<file path="config.mk">
export PLATFORM = sky130hd
export DESIGN_NAME = channel_buffer_reader
export DESIGN_NICKNAME = d
export VERILOG_FILES = /design/src/rtl/channel_buffer_reader.sv
export SDC_FILE = /design/constraint.sdc
export NUM_CORES = 1
export LEC_CHECK = 0
export ABC_AREA = 0
export BUFFER_PORTS_ARGS = -buffer_cell sky130_fd_sc_hd__clkbuf_2
export CAP_MARGIN = 0
export CORE_UTILIZATION = 52
export DETAILED_ROUTE_END_ITERATION = 8
export GPL_ROUTABILITY_DRIVEN = 1
export HOLD_SLACK_MARGIN = 0.05
export PLACE_DENSITY = 0.76
export SYNTH_ARGS = -nofsm -noshare
export SYNTH_HDL_FRONTEND = slang
export SYNTH_SLANG_ARGS = --single-unit
export TNS_END_PERCENT = 1
</file>
<file path="constraint.sdc">
create_clock -name clk_i -period 2.2 [get_ports clk_i]
set_input_delay 0.22 -clock clk_i [delete_from_list [all_inputs] [get_ports clk_i]]
set_output_delay 0.22 -clock clk_i [all_outputs]
set_load 0.05 [all_outputs]
</file>
<file path="src/rtl/channel_buffer_reader.sv">
// channel_buffer_reader: bit-serial reader of the ADAT channel ring buffer.
// Assembles 24-bit samples per channel and tracks pending frames against the writer.
`default_nettype none
`timescale 1ns/1ps

module channel_buffer_reader #(
  parameter int FRAME_BITS = 3,
  parameter int CHAN_BITS  = 3,
  parameter int SLOT_BITS  = 5,
  parameter int AUDIO_BITS = 24
) (
  input  logic                                  clk_i,
  input  logic                                  rst_i,
  input  logic                                  frame_done_i,
  input  logic                                  read_data_i,
  output logic [FRAME_BITS+CHAN_BITS+SLOT_BITS-1:0] read_addr_o,
  output logic [AUDIO_BITS-1:0]                 sample_o,
  output logic [CHAN_BITS-1:0]                  channel_o,
  output logic                                  sample_valid_o,
  input  logic                                  sample_ready_i,
  output logic [FRAME_BITS:0]                   level_o,
  output logic                                  overrun_o
);

  localparam int SLOT_W     = 1 << SLOT_BITS;
  localparam int LEVEL_BITS = FRAME_BITS + 1;
  localparam logic [LEVEL_BITS-1:0] FULL_LEVEL = LEVEL_BITS'(1 << FRAME_BITS);
  localparam logic [CHAN_BITS-1:0]  LAST_CHAN  = '1;
  localparam logic [SLOT_BITS-1:0]  LAST_BIT   = '1;

  typedef enum logic [1:0] {IDLE = 2'd0, FETCH = 2'd1, PRESENT = 2'd2} state_t;

  state_t                  state;
  logic [FRAME_BITS-1:0]   rd_frame;
  logic [CHAN_BITS-1:0]    channel;
  logic [SLOT_BITS-1:0]    bit_idx;
  logic [SLOT_BITS-1:0]    cap_cnt;
  logic                    issue;
  logic                    cap;
  logic [SLOT_W-1:0]       shift;
  logic [LEVEL_BITS-1:0]   pending;

  logic                    accept;
  logic                    retire;
  logic                    full;
  logic [LEVEL_BITS-1:0]   pending_next;
  logic [SLOT_W-1:0]       shift_next;
  logic [SLOT_BITS-1:0]    bit_inc;
  logic [CHAN_BITS-1:0]    chan_inc;
  logic [FRAME_BITS-1:0]   frame_inc;

  assign accept     = sample_valid_o & sample_ready_i;
  assign retire     = accept & (channel == LAST_CHAN);
  assign full       = (pending == FULL_LEVEL);
  assign shift_next = {shift[SLOT_W-2:0], read_data_i};
  assign bit_inc    = bit_idx + SLOT_BITS'(1);
  assign chan_inc   = channel + CHAN_BITS'(1);
  assign frame_inc  = rd_frame + FRAME_BITS'(1);

  assign channel_o  = channel;
  assign level_o    = pending;

  // A frame arriving while full is dropped from the count; the writer has already overwritten it.
  always_comb begin
    pending_next = pending;
    if (frame_done_i && !retire && !full)
      pending_next = pending + LEVEL_BITS'(1);
    else if (retire && !frame_done_i)
      pending_next = pending - LEVEL_BITS'(1);
  end

  always_ff @(posedge clk_i) begin
    if (rst_i) begin
      state          <= IDLE;
      rd_frame       <= '0;
      channel        <= '0;
      bit_idx        <= '0;
      cap_cnt        <= '0;
      issue          <= 1'b0;
      cap            <= 1'b0;
      shift          <= '0;
      pending        <= '0;
      read_addr_o    <= '0;
      sample_o       <= '0;
      sample_valid_o <= 1'b0;
      overrun_o      <= 1'b0;
    end else begin
      pending   <= pending_next;
      overrun_o <= frame_done_i & full & ~retire;
      case (state)
        IDLE: begin
          if (pending != '0) begin
            state       <= FETCH;
            bit_idx     <= '0;
            cap_cnt     <= '0;
            issue       <= 1'b1;
            cap         <= 1'b0;
            read_addr_o <= {rd_frame, channel, {SLOT_BITS{1'b0}}};
          end
        end
        FETCH: begin
          // Read data trails its address by one cycle, so capture runs one step behind issue.
          cap <= issue;
          if (issue) begin
            if (bit_idx == LAST_BIT) begin
              issue <= 1'b0;
            end else begin
              bit_idx     <= bit_inc;
              read_addr_o <= {rd_frame, channel, bit_inc};
            end
          end
          if (cap) begin
            shift   <= shift_next;
            cap_cnt <= cap_cnt + SLOT_BITS'(1);
            if (cap_cnt == LAST_BIT) begin
              sample_o       <= shift_next[SLOT_W-1 -: AUDIO_BITS];
              sample_valid_o <= 1'b1;
              state          <= PRESENT;
            end
          end
        end
        PRESENT: begin
          if (accept) begin
            sample_valid_o <= 1'b0;
            bit_idx        <= '0;
            cap_cnt        <= '0;
            issue          <= 1'b1;
            cap            <= 1'b0;
            if (channel != LAST_CHAN) begin
              channel     <= chan_inc;
              state       <= FETCH;
              read_addr_o <= {rd_frame, chan_inc, {SLOT_BITS{1'b0}}};
            end else begin
              channel  <= '0;
              rd_frame <= frame_inc;
              if (pending_next != '0) begin
                state       <= FETCH;
                read_addr_o <= {frame_inc, {CHAN_BITS{1'b0}}, {SLOT_BITS{1'b0}}};
              end else begin
                state <= IDLE;
                issue <= 1'b0;
              end
            end
          end
        end
        default: state <= IDLE;
      endcase
    end
  end

endmodule

`default_nettype wire

</file>
==> key figures <==
Global routing
  • Wire length of the first global-routing pass: 13.52 mm
  • Global Route Usage Sum: 21.69%
  • Remaining global-route overflow: 0
  • Largest net degree at the start of global routing: 57
  • Antenna violations before repair: 0
  • Via count of the first global-routing pass: 3201

Pwr
  • IR Drop Worst-Case VDD: 0.0004071 V
  • Standby leakage power: 1.712 nW
  • Areal power density over the cells: 750.4 nW/um^2

Route
  • First-pass iteration count of the detailed router: 4
  • Number of vias after detailed routing: 3498
  • Post-DRT Antenna Nets: 0
  • Ratio of routed vias to standard cells: 5.332
  • Number of DRC violations after detailed routing: 0
  • Wire length per cell after detailed routing: 12.17 microns
  • Aggregate routed wire length: 7.982 mm
  • Starting DRC count in detailed routing: 129

Synth
  • Synth Warn #: 0
  • Post-synthesis share of cell area spent on xor and xnor gates: 1.328%
  • Cell taking the most area after synthesis: sky130_fd_sc_hd__dfxtp_1
  • FF+latch count, synth: 92
  • Synth top area cells: sky130_fd_sc_hd__dfxtp_1, sky130_fd_sc_hd__nand2_1, sky130_fd_sc_hd__a21oi_1, sky130_fd_sc_hd__ha_1, sky130_fd_sc_hd__clkbuf_1
  • Cells after synthesis: 499
  • Netlist area before placement: 3958 sq um
  • EDFF count, synth: 0
  • Part of the Yosys area used for sequential elements: 46.54%
  • Main combinational cell family by area after synthesis: simple AND/OR/NAND/NOR gates
  • Post-synthesis simple-gate area fraction: 24.19%
  • Post-Synthesis Net Count: 519
  • Average instance area after synthesis: 7.931 sq um
  • Distinct cell type count of the synthesized netlist: 49
  • Fraction of post-synthesis cell area in the top cell type by area: 46.54%
  • Dominant register cell in the synthesized netlist: sky130_fd_sc_hd__dfxtp_1
  • Adder and majority gate portion of the synthesized area: 4.742%
  • Multiplexer area fraction after synthesis: 0.5058%
  • Compound-Gate Fraction of Synth Area: 18.87%
  • Post-synthesis async set-or-reset flop share: 0%

Clocking
  • Cell at the root of the clock tree: sky130_fd_sc_hd__clkbuf_8
  • Buffers from clock root to sink, at most: 2
  • Number of clock sinks: 92
  • CTS tree: yes
  • TritonCTS Buffers: 9
  • Clock transition time at the flip-flop clock pins of the worst setup and hold paths: 0.09 ns
  • Number of hold buffers added after CTS: 0
  • Clock network latency to the later pin of the worst-skew pair: 0.36 ns
  • H-tree depth: 3

Critical path
  • Critical register-to-register path startpoint: channel_o[1]
  • R2r endpoint: read_addr_o[5]
  • Slack of the worst reg-to-reg path: 0.09 ns
  • Crit Path Class: reg -> reg
  • Required time of the critical path: 2.50 ns
  • Worst-path fanout max: 6
  • Crit path launch type: flip-flop
  • Depth of the most critical reg-to-reg path: 8
  • Category of the worst setup path capture point: flip-flop
  • Arrival @ worst endpoint: 2.41 ns

Final layout
  • Share of post-route cells with drive strength above 1: 19.75%
  • Ant diodes: 0
  • Area growth from synthesis to final layout: 17.29%
  • Design Area, Final: 4642 sq um
  • Nets: 573
  • Filler cell count: 680

STA
  • Fmax achieved: 0.4738 GHz
  • Fin crit share: 95.95%
  • Final setup violation count: 0
  • Final hold violation count: 0
  • Total Neg Setup Slack: 0 ns
  • Max Clock Skew: 0.01062 ns
  • Final Max Slew Viols: 0
  • Unrepaired setup endpoints after global routing: no
  • Hold WS: 0.07887 ns
  • Transition time at the pin with the least slew margin: 0.5455 ns
  • Relative slew slack: 63.63%
  • Time the worst path needs with I/O delays and setup: 2.111 ns

Hold path
  • Worst Hold Class: in -> reg
  • Critical hold path startpoint: read_data_i
  • Worst Hold Endpoint: shift[0]
  • Depth of the worst hold-timing path: 3

Die
  • I/O pin cnt: 49
  • Die extent in x: 89.24 microns
  • Standard-cell row count: 31
  • Die area: 7964 sq um
  • Chip height: 89.24 microns
  • Core outline area: 7292 sq um
  • Initial core utilization: 54.27%

Placed design
  • Cell area after placement: 4432 sq um
  • Sum of net half-perimeters after detailed placement: 5.664 mm
  • IO buf count: 48
  • Routability congestion estimate: 0.8252

Flow run
  • Max-capacitance violation count: 0

Outcome
  • Run status: complete, no violations
## critical path: stages (launching register included)
cell	delay (ns)
sky130_fd_sc_hd__dfxtp_4	0.37
sky130_fd_sc_hd__ha_4	0.16
sky130_fd_sc_hd__ha_4	0.16
sky130_fd_sc_hd__and3_4	0.19
sky130_fd_sc_hd__a211o_1	0.22
sky130_fd_sc_hd__a22o_1	0.19
sky130_fd_sc_hd__and4_4	0.18
sky130_fd_sc_hd__or4_1	0.50
sky130_fd_sc_hd__o21ai_1	0.08
## sequential cells by signal, summed over array words and instances, names as in the netlist
signal,cells
shift,31
sample_o,24
read_addr_o,11
bit_idx,5
cap_cnt,5
level_o,4
channel_o,3
rd_frame,3
state,2
cap,1
issue,1
overrun_o,1
sample_valid_o,1
## per-layer routing
| layer | GRT usage [%] | vias to the layer above | routed length (microns) |
|---|---|---|---|
| li1 | - | 1807 | - |
| met3 | 3.509 | 14 | 294 |
| met2 | 36.43 | 67 | 3705 |
| met5 | 0 | - | 0 |
| met1 | 26.83 | 1610 | 3812 |
| met4 | 11.40 | 0 | 170 |
## timing repair
action / 4_1_cts / 5_1_grt
resized for setup: 0 / 4
setup endpoints to repair: 0 / 4
setup buffers: 0 / 1
## worst max path at each step
stage / from / to / slack (ns) / cells past startpoint
after floorplan: channel_o[1] / read_addr_o[10] / -0.04 / 9
after global placement: channel_o[0] / read_addr_o[10] / 0.1 / 8
after detailed placement: channel_o[0] / read_addr_o[10] / 0.08 / 8
after CTS: channel_o[1] / read_addr_o[10] / 0.05 / 8
after global routing: level_o[0] / read_addr_o[2] / 0.006 / 9
final: channel_o[1] / read_addr_o[5] / 0.09 / 8
## metrics by stage
stage	util [%]	total power, mW	instances	setup WS, ns
2_1_floorplan	-	2.187	499	-0.03920
3_3_place_gp	60.78	2.380	640	0.09889
3_5_place_dp	60.78	2.385	640	0.07693
4_1_cts	63.45	3.509	655	0.05417
5_1_grt	63.66	3.654	656	0.006237
6_report	63.66	3.483	656	0.08919
## synth_stat cells, types with 2 or more instances
cell type and count:
sky130_fd_sc_hd__o21ai_1 3, sky130_fd_sc_hd__nand4_1 5, sky130_fd_sc_hd__ha_1 15, sky130_fd_sc_hd__mux2i_1 2
sky130_fd_sc_hd__nand2b_1 7, sky130_fd_sc_hd__or4_1 2, sky130_fd_sc_hd__a32oi_1 3, sky130_fd_sc_hd__a211o_1 2
sky130_fd_sc_hd__nand3b_1 2, sky130_fd_sc_hd__nor2_1 23, sky130_fd_sc_hd__o21ai_0 10, sky130_fd_sc_hd__a211oi_1 5
sky130_fd_sc_hd__dfxtp_1 92, sky130_fd_sc_hd__nand3_1 8, sky130_fd_sc_hd__and3_1 5, sky130_fd_sc_hd__nor3_1 7
sky130_fd_sc_hd__xnor2_1 3, sky130_fd_sc_hd__nand2_1 147, sky130_fd_sc_hd__clkbuf_1 27, sky130_fd_sc_hd__o32ai_1 2
sky130_fd_sc_hd__a22oi_1 6, sky130_fd_sc_hd__o2bb2ai_1 3, sky130_fd_sc_hd__xor2_1 3, sky130_fd_sc_hd__a21oi_1 83
sky130_fd_sc_hd__inv_1 8, sky130_fd_sc_hd__nor2b_1 3
## cell type report
cell class              instances  area [sq um]  share of cell area [%]
repair buffers                 73         427.9                   9.218
inverters                       8         30.03                  0.6469
clock inverters                 6         71.32                   1.536
well taps                      99         123.9                   2.668
clock buffers                   9         123.9                   2.668
multi-input cells             369          2003                   43.15
flip-flops and latches         92          1862                   40.11
## placed cells by master, fill, tap and decap left out, types with 4 or more instances in the layout
cell type,n
sky130_fd_sc_hd__dfxtp_2,4
sky130_fd_sc_hd__and3_1,4
sky130_fd_sc_hd__clkbuf_8,9
sky130_fd_sc_hd__clkbuf_2,48
sky130_fd_sc_hd__a211oi_1,5
sky130_fd_sc_hd__a22oi_1,6
sky130_fd_sc_hd__buf_4,25
sky130_fd_sc_hd__nor3_1,7
sky130_fd_sc_hd__nand2b_1,7
sky130_fd_sc_hd__inv_1,8
sky130_fd_sc_hd__dfxtp_4,4
sky130_fd_sc_hd__nand2_1,147
sky130_fd_sc_hd__nor2_1,22
sky130_fd_sc_hd__nand3_1,8
sky130_fd_sc_hd__ha_1,12
sky130_fd_sc_hd__dfxtp_1,84
sky130_fd_sc_hd__o21ai_0,10
sky130_fd_sc_hd__nand4_1,5
sky130_fd_sc_hd__a21oi_1,83
## cell families (layout without fill, tap and decap cells)
family	after synthesis	after routing
AOI/OAI and AO/OA	127	127
xor gates and xnor gates	6	6
adders and majority gates	15	15
buffers and inverters	38	96
DFF	92	92
muxes	2	2
and+or+nand+nor	219	219
## where the power goes
part	internal, mW	leakage, nW	switching, mW
sequential	1.70	0.747	0.0342
combinational	0.204	0.872	0.412
clock	0.530	0.0927	0.598
total	2.44	1.71	1.04
No activity file was read; power rests on OpenSTA's default activity.
